### src/rtl/d_bch_enc_chunk_sequencer_pkg.sv
// d_bch_enc_chunk_sequencer_pkg: shared BCH encoder defaults, generator polynomial and FSM encodings
package d_bch_enc_chunk_sequencer_pkg;
    localparam int D_BCH_ENC_P_LVL      = 8;
    localparam int D_BCH_ENC_PRT_LENGTH = 168;
    localparam int D_BCH_ENC_MSG_CHUNKS = 256;
    // g(x) coefficients x^167..x^0; the x^168 term is implicit
    localparam logic [167:0] D_BCH_ENC_GEN = 168'hB54E219C7A03D6F1E82A5C90476BDE315F8C29A7E3;
    typedef enum logic [1:0] {
        IDLE = 2'd0,
        MSG  = 2'd1,
        PRT  = 2'd2
    } enc_state_t;
endpackage

### src/rtl/d_bch_enc_chunk_sequencer_lfs.sv
// d_parallel_m_lfs_XOR: advances the systematic-encoder remainder by P_LVL message bits, MSB first
module d_parallel_m_lfs_XOR
    import d_bch_enc_chunk_sequencer_pkg::*;
#(
    parameter int                    P_LVL      = D_BCH_ENC_P_LVL,
    parameter int                    PRT_LENGTH = D_BCH_ENC_PRT_LENGTH,
    parameter logic [PRT_LENGTH-1:0] GEN        = D_BCH_ENC_GEN[PRT_LENGTH-1:0]
) (
    input  logic [P_LVL-1:0]      i_message,
    input  logic [PRT_LENGTH-1:0] i_cur_parity,
    output logic [PRT_LENGTH-1:0] o_nxt_parity
);
    always_comb begin
        o_nxt_parity = i_cur_parity;
        for (int i = P_LVL - 1; i >= 0; i--)
            o_nxt_parity = {o_nxt_parity[PRT_LENGTH-2:0], 1'b0}
                         ^ ({PRT_LENGTH{i_message[i] ^ o_nxt_parity[PRT_LENGTH-1]}} & GEN);
    end
endmodule

### src/rtl/d_bch_enc_chunk_sequencer.sv
// d_bch_enc_chunk_sequencer: streams message chunks, then the BCH parity chunks, through one output register
module d_bch_enc_chunk_sequencer
    import d_bch_enc_chunk_sequencer_pkg::*;
#(
    parameter int P_LVL      = D_BCH_ENC_P_LVL,
    parameter int PRT_LENGTH = D_BCH_ENC_PRT_LENGTH,
    parameter int MSG_CHUNKS = D_BCH_ENC_MSG_CHUNKS
) (
    input  logic             i_clk,
    input  logic             i_RESET,
    input  logic             i_ENC_start,
    input  logic             i_message_valid,
    input  logic [P_LVL-1:0] i_message,
    output logic             o_message_ready,
    output logic             o_codeword_valid,
    output logic [P_LVL-1:0] o_codeword,
    output logic             o_codeword_type,
    output logic             o_codeword_last,
    input  logic             i_codeword_ready,
    output logic             o_busy
);
    localparam int PRT_CHUNKS = PRT_LENGTH / P_LVL;
    localparam int MW = MSG_CHUNKS > 1 ? $clog2(MSG_CHUNKS) : 1;
    localparam int PW = PRT_CHUNKS > 1 ? $clog2(PRT_CHUNKS) : 1;

    enc_state_t            state, state_nxt;
    logic [PRT_LENGTH-1:0] parity, parity_nxt;
    logic [MW-1:0]         msg_cnt;
    logic [PW-1:0]         prt_cnt;
    logic                  take, start, msg_acc, prt_load, msg_done, prt_done;

    d_parallel_m_lfs_XOR #(
        .P_LVL(P_LVL),
        .PRT_LENGTH(PRT_LENGTH),
        .GEN(D_BCH_ENC_GEN[PRT_LENGTH-1:0])
    ) u_lfs (
        .i_message(i_message),
        .i_cur_parity(parity),
        .o_nxt_parity(parity_nxt)
    );

    // the output register can take a new chunk when empty or being drained this cycle
    assign take            = !o_codeword_valid || i_codeword_ready;
    assign start           = state == IDLE && i_ENC_start;
    assign o_message_ready = state == MSG && take;
    assign msg_acc         = o_message_ready && i_message_valid;
    assign prt_load        = state == PRT && take;
    assign msg_done        = msg_acc && msg_cnt == MW'(MSG_CHUNKS - 1);
    assign prt_done        = prt_load && prt_cnt == PW'(PRT_CHUNKS - 1);
    assign o_busy          = state != IDLE;

    always_ff @(posedge i_clk or posedge i_RESET)
        if (i_RESET) state <= IDLE;
        else         state <= state_nxt;

    always_comb begin
        state_nxt = state;
        state_nxt = start ? MSG : msg_done ? PRT : prt_done ? IDLE : state;
    end

    always_ff @(posedge i_clk or posedge i_RESET) begin
        if (i_RESET) begin
            parity           <= '0;
            msg_cnt          <= '0;
            prt_cnt          <= '0;
            o_codeword_valid <= 1'b0;
            o_codeword       <= '0;
            o_codeword_type  <= 1'b0;
            o_codeword_last  <= 1'b0;
        end else if (start) begin
            parity  <= '0;
            msg_cnt <= '0;
            prt_cnt <= '0;
        end else if (msg_acc) begin
            parity           <= parity_nxt;
            msg_cnt          <= msg_cnt + 1'b1;
            o_codeword_valid <= 1'b1;
            o_codeword       <= i_message;
            o_codeword_type  <= 1'b0;
            o_codeword_last  <= 1'b0;
        end else if (prt_load) begin
            parity           <= {parity[PRT_LENGTH-P_LVL-1:0], {P_LVL{1'b0}}};
            prt_cnt          <= prt_cnt + 1'b1;
            o_codeword_valid <= 1'b1;
            o_codeword       <= parity[PRT_LENGTH-1 -: P_LVL];
            o_codeword_type  <= 1'b1;
            o_codeword_last  <= prt_done;
        end else if (i_codeword_ready) begin
            o_codeword_valid <= 1'b0;
        end
    end
endmodule

### config.mk
export PLATFORM = sky130hd
export DESIGN_NAME = d_bch_enc_chunk_sequencer
export DESIGN_NICKNAME = d
export VERILOG_FILES = /design/src/rtl/d_bch_enc_chunk_sequencer_pkg.sv /design/src/rtl/d_bch_enc_chunk_sequencer_lfs.sv /design/src/rtl/d_bch_enc_chunk_sequencer.sv
export SDC_FILE = /design/constraint.sdc
export NUM_CORES = 1
export LEC_CHECK = 0
export ABC_AREA = 1
export CELL_PAD_IN_SITES_DETAIL_PLACEMENT = 0
export CELL_PAD_IN_SITES_GLOBAL_PLACEMENT = 1
export CORE_UTILIZATION = 40
export CTS_CLUSTER_SIZE = 28
export DETAILED_ROUTE_END_ITERATION = 12
export PLACE_DENSITY = 0.69
export SLEW_MARGIN = 20
export SYNTH_ARGS = -nofsm -noshare
export SYNTH_HDL_FRONTEND = slang
export SYNTH_HIERARCHICAL = 1
export SYNTH_SLANG_ARGS = --single-unit
### constraint.sdc
create_clock -name i_clk -period 9.02 [get_ports i_clk]
set_input_delay 1.804 -clock i_clk [delete_from_list [all_inputs] [get_ports i_clk]]
set_output_delay 1.804 -clock i_clk [all_outputs]
set_load 0.01 [all_outputs]
==> impl_metrics.yaml, run 1 <==
status:
  status: "finished clean"
timing:
  max_freq_mhz: 156
  slew_violations: 0
  period_minus_slack_ns: 6.40
  hold_violations: 0
  setup_viol: 0
  tightest_slew_ns: 1.07
  slew-limit-headroom_pct: 28.1
  fin_crit_sh_pct: 70.9
  rsz0062_at_grt: "false"
  finClkSkew_ns: 0.0209
  setup_ws_ns: 2.62
  setup_tns_ns: 0
  hold_ws_ns: 0.484
hold_path:
  hold-path-cell-count: 2
  min_path_type: "flop to flop"
  hold_path_end: "o_codeword_last$_DFFE_PP0P_"
  min-delay-start: "o_codeword_last$_DFFE_PP0P_"
clock_network:
  post_cts_buffers: 0
  cts.sink_count: 194
  cts_buffers: 17
  clk_pin_slew_worst_paths_ns: 0.07
  root_buffer: "clkbuf_16"
  cts_tree: "built"
  cts_resized: 0
  cts_buffer_depth: 2
  htreeDepth: 4
  cts_hold_buf: 0
  clk_latency_ns: 0.48
grt:
  grt_pass1_wl_um: 78300
  grt_pass1_vias: 12900
  grt_max_degree: 160
  overflow: 0
  antenna_found_initial: 0
  grt_use_total_pct: 26.5
detailed_routing:
  drt_iter0_markers: 1222
  viasPerCell: 5.27
  routed_wl_um: 49700
  drt-pass1-iter-count: 8
  ant_nets: 0
  remaining_drc_errors: 0
  vias: 13200
  wl_per_cell_um: 19.8
placed_design:
  dpl_cell_area_um2: 15600
  pre_cts_ws_ns: 2.15
  routabilityCongestion: 0.815
  post-dp-hpwl_um: 27600
  port_buffers: 25
floorplanning:
  dieArea_um2: 38800
  rows: 71
  die_h_um: 197
  die-width_um: 197
  ioPinCount: 26
  core_area_um2: 37500
  initial_utilization_pct: 40.6
cells_and_area:
  num_antenna_cells: 0
  drive_gt1_share_pct: 5.84
  n_fill_cell: 3935
  syn2layout_area_growth_pct: 6.40
  postLayoutCellArea_um2: 16200
  layout_common_cells: "797 x nand2_1, 278 x xor2_1, 207 x nand3_1, 194 x dfrtp_1, 165 x nand4_1"
  fin_nets: 2006
  final_common_cell: "nand2_1"
power_and_ir_drop:
  power.leakage_nw: 8.54
  p_per_area_nw_per_um2: 479
  ir_drop_uv: 229
  power_w: 0.00775
worst_setup_path:
  timing.rr.end: "parity[76]$_DFFE_PP0P_"
  worst_ep_arrival_time_ns: 6.80
  cp_max_fo: 42
  crit_path_end_kind: "flop"
  worstSetupPathType: "primary input to flop"
  required_ns: 9.42
  rrSetupSlack_ns: 4.02
  worst_r2r_path_depth: 22
  r2r_start: "parity[165]$_DFFE_PP0P_"
  critPathLaunchType: "primary input"
yosys:
  synth_warnings: 6
  syn_area_um2: 15200
  ys.flop_type: "dfrtp_1"
  synth_cell_types: 31
  syn_inst: 2077
  synth-seq-cells: 194
  syn_nets: 2093
  ys_seq_area_share_pct: 31.9
  synth_edf_count: 0
  syn_avg_cell_area_um2: 7.32
  synth-async-reset-ratio_pct: 100
job:
  max_cap_viol_count: 0
-- how the worst max path moves through the flow --
stage,start,end,slack [ns],cells after the start
6_report,i_message[5],parity[76]$_DFFE_PP0P_,2.62,23
5_1_grt,i_message[5],parity[76]$_DFFE_PP0P_,2.30,23
2_1_floorplan,i_RESET,msg_cnt[0]$_DFFE_PP0P_,1.93,1
4_1_cts,i_message[5],parity[153]$_DFFE_PP0P_,2.64,23
3_5_place_dp,i_message[5],parity[153]$_DFFE_PP0P_,2.15,23
3_3_place_gp,i_message[5],parity[76]$_DFFE_PP0P_,2.21,22
-- routing by layer --
metal,GRT usage (%),share of wire (%),vias to the layer above
met5,0,0,-
met1,37.5,48,6423
li1,-,-,6430
met2,41.0,45,317
met4,9.02,2.8,0
met3,3.99,4.7,75
-- power by group --
| group | switching [W] | internal [W] |
|---|---|---|
| Sequential | 0.000366 | 0.00121 |
| Combinational | 0.00319 | 0.00217 |
| Clock | 0.000372 | 0.000449 |
-- stage by stage --
stage / instances / utilization, %
after floorplan: 2077 / -
after global placement: 2482 / 41.5
after detailed placement: 2482 / 41.5
after CTS: 2513 / 43.1
after global routing: 2513 / 43.1
final: 2513 / 43.1
-- flip-flops by register name (all words and copies together), names as in the netlist --
signal / cells
o_codeword_last: 1
o_codeword: 8
state: 2
o_codeword_type: 1
msg_cnt: 8
o_codeword_valid: 1
parity: 168
prt_cnt: 5
-- critical path: stages --
cell and delay (ns):
clkdlybuf4s50_1 0.48, inv_1 0.10, nand2_1 0.05, nand2_1 0.05
buf_4 0.35, nand2_4 0.12, nand2_8 0.15, nand2_2 0.09
nand2_2 0.58, nand2_1 0.14, nand2_2 0.39, nand2_4 0.13
nand2_8 0.14, nand2_2 0.08, nand2_4 0.42, nand2_2 0.12
nand2_4 0.71, buf_4 0.35, xor2_1 0.15, nand4_1 0.10
nand2_1 0.12, nand2_1 0.05, nand2_1 0.08
-- layout make-up --
type                       count  area, um^2  area share (%)
inverter                      85         334            2.07
multi-input combinational   1640        9260            57.2
tap                          511         639            3.95
clock buffer                  22         464            2.87
timing repair buffer          52         492            3.04
clock inverter                 9         131           0.812
sequential                   194        4850            30.0
-- cells by family (layout without fill, tap and decap cells) --
kind of cell / count (synthesis) / count (layout) / share of synthesized area [%]
AO/OA/AOI/OAI: 20 / 20 / 0.667
XOR/XNOR: 395 / 395 / 23.7
adder cells (fa/ha/maj): 3 / 3 / 0.247
buffers and inverters: 243 / 168 / 7.56
flip-flops: 194 / 194 / 31.9
AND/OR/NAND/NOR: 1222 / 1222 / 35.9
-- Yosys cell counts, types with 3 or more instances --
| master | instances | share of area [%] |
|---|---|---|
| xor2_1 | 278 | 16 |
| buf_2 | 68 | 2.2 |
| buf_6 | 13 | 0.96 |
| nand2_1 | 797 | 20 |
| dfrtp_1 | 194 | 32 |
| xnor3_1 | 3 | 0.44 |
| xor2_2 | 12 | 1.3 |
| buf_4 | 10 | 0.49 |
| inv_2 | 10 | 0.25 |
| nand2_4 | 7 | 0.52 |
| ha_1 | 3 | 0.25 |
| nor2_1 | 13 | 0.32 |
| clkbuf_1 | 53 | 1.3 |
| nand2_2 | 19 | 0.78 |
| o21ai_0 | 16 | 0.53 |
| buf_1 | 13 | 0.32 |
| a21oi_1 | 3 | 0.099 |
| nand3_1 | 209 | 6.9 |
| xnor2_1 | 101 | 5.8 |
| inv_1 | 75 | 1.9 |
| nand4_1 | 165 | 6.8 |
| or2_1 | 3 | 0.12 |
(Power assumes the default switching activity.)
==> run 2: changes to the inputs <==
Clock period 9.02 ns to 6.4 ns, I/O delays scaled along.
==> run 2 against run 1 <==
  * Clock power increased by 43%
  * Clock skew decreased by 0.0090 ns
  * Hold slack got worse by 0.0015 ns
  * Total power increased by 43%
  * Critical path depth unchanged
  * Die area unchanged
  * Sequential cell count unchanged
  * Clock-buffer cell count increased by 6
  * Critical endpoint is now parity[84]$_DFFE_PP0P_
==> impl_metrics.yaml, run 2 (same netlist as run 1, synthesis figures left out) <==
status:
  status: "finished clean"
timing:
  setup_viol: 0
  max_freq_mhz: 203
  finClkSkew_ns: 0.0120
  setup_tns_ns: 0
  fin_crit_sh_pct: 76.9
  tightest_slew_ns: 1.14
  hold_violations: 0
  rsz0062_at_grt: "false"
  slew_violations: 0
  slew-limit-headroom_pct: 24.3
  period_minus_slack_ns: 4.92
clock_network:
  cts_resized: 0
  cts_buffers: 17
  clk_latency_ns: 0.48
  cts_tree: "built"
  cts.sink_count: 194
  clk_pin_slew_worst_paths_ns: 0.07
  post_cts_buffers: 0
  cts_hold_buf: 0
  htreeDepth: 4
  cts_buffer_depth: 2
  root_buffer: "clkbuf_16"
worst_setup_path:
  required_ns: 6.81
  cp_max_fo: 16
  worst_ep_arrival_time_ns: 5.34
  crit_path_end_kind: "flop"
  critPathLaunchType: "primary input"
  worstSetupPathType: "primary input to flop"
power_and_ir_drop:
  p_seq_share_pct: 20.0
  ir_drop_uv: 422
  p_per_area_nw_per_um2: 684
  power_frac_comb_pct: 69.5
  power.share.clock_pct: 10.5
  p_int_w: 0.00549
  power_switching_w: 0.00563
  swShare_pct: 50.6
  power.leakage_nw: 8.59
job:
  max_cap_viol_count: 0
cells_and_area:
  final_common_cell: "nand2_1"
  final_core_util_pct: 43.4
  layout_common_cells: "797 x nand2_1, 278 x xor2_1, 207 x nand3_1, 194 x dfrtp_1, 165 x nand4_1"
  largest_reg_flops: 168
  reg_top3: "parity: 168 flops, msg_cnt: 8 flops, o_codeword: 8 flops"
  drive_gt1_share_pct: 6.08
  postLayoutCellArea_um2: 16300
  regMostFlops: "parity"
  n_fill_cell: 3868
  num_antenna_cells: 0
  fin_nets: 2011
  syn2layout_area_growth_pct: 6.97
placed_design:
  routabilityCongestion: 0.794
  dpl_cell_area_um2: 15600
  post-dp-hpwl_um: 28500
  port_buffers: 25
grt:
  use_met2_pct: 41.6
  grt_pass1_wl_um: 79800
  overflow: 0
  grt_util_met3_pct: 3.85
  grt.busiest_layer: "met2"
  met1_usage_pct: 38.8
  grt_max_degree: 175
  antenna_found_initial: 0
  grt_use_total_pct: 26.8
  grt_pass1_vias: 12700
hold_path:
  min_path_type: "flop to flop"
floorplanning:
  die_h_um: 197
  initial_utilization_pct: 40.6
  core_area_um2: 37500
  die-width_um: 197
  ioPinCount: 26
  rows: 71
  dieArea_um2: 38800
detailed_routing:
  vias: 13500
  wl_per_cell_um: 20.2
  drt-pass1-iter-count: 5
  viasPerCell: 5.36
  drt_iter0_markers: 1043
  routed_wl_um: 50700
  remaining_drc_errors: 0
  ant_nets: 0
-- run 2: path summary, 6_finish.rpt --
path | endpoint | cells past startpoint | startpoint | slack (ns)
worst max-delay path | parity[84]$_DFFE_PP0P_ | 23 | i_message[6] | 1.48
worst min-delay path | o_codeword[6]$_DFFE_PP0P_ | 2 | o_codeword[6]$_DFFE_PP0P_ | 0.48
worst max register to register | parity[84]$_DFFE_PP0P_ | 23 | parity[166]$_DFFE_PP0P_ | 2.31
worst min register to register | o_codeword[6]$_DFFE_PP0P_ | 2 | o_codeword[6]$_DFFE_PP0P_ | 0.48
max in group asynchronous | parity[123]$_DFFE_PP0P_ | 3 | i_RESET | 3.78
min in group asynchronous | msg_cnt[4]$_DFFE_PP0P_ | 2 | i_RESET | 1.35
-- run 2: layout make-up --
| cell class | instances | area (um^2) | area share, % |
|---|---|---|---|
| repair buffers | 57 | 571 | 3.51 |
| multi-input cells | 1640 | 9260 | 56.9 |
| inverters | 85 | 325 | 2.00 |
| clock buffers | 28 | 547 | 3.36 |
| clock inverters | 3 | 65.1 | 0.400 |
| flip-flops and latches | 194 | 4850 | 29.9 |
| well taps | 511 | 639 | 3.93 |
-- run 2: worst max-delay path, cell delays in order --
cell	delay, ns
clkdlybuf4s50_1	0.57
nand2_2	0.10
nand2_4	0.18
nand2_4	0.10
nand2_8	0.15
nand2_2	0.10
nand2_2	0.38
nand2_1	0.17
nand2_4	0.32
nand2_1	0.12
nand2_2	0.51
inv_1	0.30
nand2_1	0.16
nand2_2	0.22
nand2_1	0.14
nand2_1	0.07
nand2_1	0.06
nand2_1	0.04
inv_1	0.04
nand4_1	0.08
nand2_1	0.11
nand2_1	0.05
nand2_1	0.06
-- run 2: power groups by stage --
stage	clock network (W)	registers, W	logic, W
4_1_cts	0.00120	0.00221	0.00770
3_5_place_dp	0	0.00223	0.00765
5_1_grt	0.00124	0.00228	0.00850
6_report	0.00117	0.00222	0.00773
2_1_floorplan	0	0.00207	0.00620
3_3_place_gp	0	0.00223	0.00760
-- run 2: layer usage --
| layer | up-vias | routed length [um] | part of all wire [%] |
|---|---|---|---|
| met5 | - | 0 | 0 |
| met4 | 0 | 886 | 1.7 |
| met3 | 54 | 2700 | 5.3 |
| met2 | 371 | 23300 | 46 |
| met1 | 6617 | 23800 | 47 |
| li1 | 6442 | - | - |
-- run 2: per-stage QoR --
stage	instances	hold slack [ns]	power [W]	worst slack [ns]
6_report	2518	0.482	0.0111	1.48
5_1_grt	2518	0.515	0.0120	1.25
4_1_cts	2518	0.486	0.0111	1.53
3_5_place_dp	2487	0.469	0.00988	1.02
3_3_place_gp	2487	0.457	0.00983	1.06
2_1_floorplan	2077	0.462	0.00827	2.62
==> run 3: changes to the inputs <==
Clock period 6.4 ns to 4.7 ns, I/O delays scaled along.
==> run 3 against run 2 <==
  * Total power is 36% higher
  * Sequential cell count stayed put
  * Die area stayed put
  * Clock power is 35% higher
  * Hold slack worse by 0.0057 ns
  * Sequential share of layout area is 0.27 points lower
  * Critical path depth is 2 lower
  * Setup slack worse by 0.75 ns
  * Core utilization is 0.39 points higher
  * Sequential power is 36% higher
  * Combinational power is 37% higher
  * Largest power group unchanged
==> impl_metrics.yaml, run 3 (same netlist as run 1, synthesis figures left out) <==
status:
  status: "finished clean"
power_and_ir_drop:
  power.leakage_nw: 8.66
  ir_drop_uv: 437
  p_per_area_nw_per_um2: 925
timing:
  setup_viol: 0
  fin_crit_sh_pct: 84.6
  hold_violations: 0
  tightest_slew_ns: 0.964
  setup_ws_ns: 0.725
  slew-limit-headroom_pct: 35.7
  max_freq_mhz: 252
  rsz0062_at_grt: "false"
  setup_tns_ns: 0
  slew_violations: 0
  finClkSkew_ns: 0.0112
  period_minus_slack_ns: 3.97
clock_network:
  cts.sink_count: 194
  cts_buffer_depth: 2
  cts_resized: 0
  cts_hold_buf: 0
  clk_latency_ns: 0.47
  post_cts_buffers: 0
  cts_buffers: 17
  clk_pin_slew_worst_paths_ns: 0.08
  htreeDepth: 4
  root_buffer: "clkbuf_16"
  cts_tree: "built"
cells_and_area:
  n_fill_cell: 3883
  layout_common_cells: "797 x nand2_1, 278 x xor2_1, 207 x nand3_1, 194 x dfrtp_1, 165 x nand4_1"
  reg_top3: "parity: 168 flops, msg_cnt: 8 flops, o_codeword: 8 flops"
  largest_reg_flops: 168
  finalNonFillerCells: 2535
  drive_gt1_share_pct: 6.97
  fin_nets: 2027
  syn2layout_area_growth_pct: 7.94
  regMostFlops: "parity"
  final_core_util_pct: 43.8
  num_antenna_cells: 0
  final_common_cell: "nand2_1"
detailed_routing:
  ant_nets: 0
  remaining_drc_errors: 0
  wl_per_cell_um: 19.5
  wl_met3_um: 2770
  drt-pass1-iter-count: 5
  highest_layer: "met5"
  routed_wl_um: 49500
  viasPerCell: 5.36
  vias: 13600
  route.met2.wl_um: 22900
  wl_met1_um: 23000
  drt_iter0_markers: 1000
floorplanning:
  die_h_um: 197
  ioPinCount: 26
  die-width_um: 197
  initial_utilization_pct: 40.6
  dieArea_um2: 38800
  rows: 71
  core_area_um2: 37500
hold_path:
  min_path_type: "flop to flop"
  min-delay-start: "o_codeword_last$_DFFE_PP0P_"
worst_setup_path:
  critPathLaunchType: "primary input"
  worst_ep_arrival_time_ns: 4.39
  cp-startpoint: "i_message[6]"
  cp_max_fo: 21
  crit_path_end_kind: "flop"
  required_ns: 5.11
  worstSetupPathType: "primary input to flop"
  r2r_start: "parity[166]$_DFFE_PP0P_"
grt:
  grt_max_degree: 172
  overflow: 0
  grt_pass1_wl_um: 79400
  grt_pass1_vias: 13200
  grt_use_total_pct: 26.5
  antenna_found_initial: 1
placed_design:
  pre_cts_ws_ns: 0.277
  dp_cells: 2503
  routabilityCongestion: 0.796
  port_buffers: 25
  post-dp-hpwl_um: 27900
job:
  max_cap_viol_count: 0
run 3: worst paths after layout:
| path | endpoint | slack (ns) | cells past startpoint |
|---|---|---|---|
| setup / recovery | parity[38]$_DFFE_PP0P_ | 0.73 | 21 |
| hold / removal | o_codeword_last$_DFFE_PP0P_ | 0.48 | 2 |
| setup reg to reg | parity[38]$_DFFE_PP0P_ | 1.30 | 21 |
| hold reg to reg | o_codeword_last$_DFFE_PP0P_ | 0.48 | 2 |
| max in group asynchronous | parity[75]$_DFFE_PP0P_ | 2.85 | 3 |
| min in group asynchronous | msg_cnt[3]$_DFFE_PP0P_ | 0.75 | 2 |
run 3: power by group:
part | leakage [nW] | switching [W] | internal, W | total, W
registers | 2.51 | 0.000691 | 0.00231 | 0.00301
clock network | 0.278 | 0.000746 | 0.000836 | 0.00158
logic | 5.87 | 0.00618 | 0.00440 | 0.0106
run 3: layout make-up:
cell class	instances	area, um^2	share of cell area, %
Sequential cell	194	4850	29.6
Inverter	85	325	1.98
Tap cell	511	639	3.90
Clock inverter	14	165	1.01
Multi-Input combinational cell	1640	9270	56.5
Timing Repair Buffer	73	724	4.41
Clock buffer	18	429	2.62
run 3: per-layer routing:
layer,vias to the layer above,global-route usage (%)
met4,2,6.75
met5,-,0
li1,6469,-
met2,367,42.3
met1,6697,36.8
met3,55,4.81
run 3: worst max-delay path, cell delays in order:
cell and delay (ns):
clkdlybuf4s50_1 0.58, nand2_1 0.09, nand2_1 0.31, nand2_2 0.16, nand2_8 0.18, nand2_2 0.11
nand2_2 0.10, nand2_1 0.10, nand2_4 0.09, nand2_4 0.07, nand2_8 0.11, nand2_2 0.08
nand2_4 0.18, nand2_2 0.09, nand2_4 0.38, buf_4 0.28, xor2_1 0.17, nand4_1 0.11
nand2_1 0.11, nand2_1 0.05, nand2_1 0.07
run 3: stage by stage:
step / instance area, um^2 / total power (W) / hold WS [ns]
2_1_floorplan: 15200 / 0.0113 / 0.462
3_3_place_gp: 15800 / 0.0134 / 0.456
3_5_place_dp: 15800 / 0.0135 / 0.463
4_1_cts: 16400 / 0.0152 / 0.481
5_1_grt: 16400 / 0.0165 / 0.511
6_report: 16400 / 0.0152 / 0.476
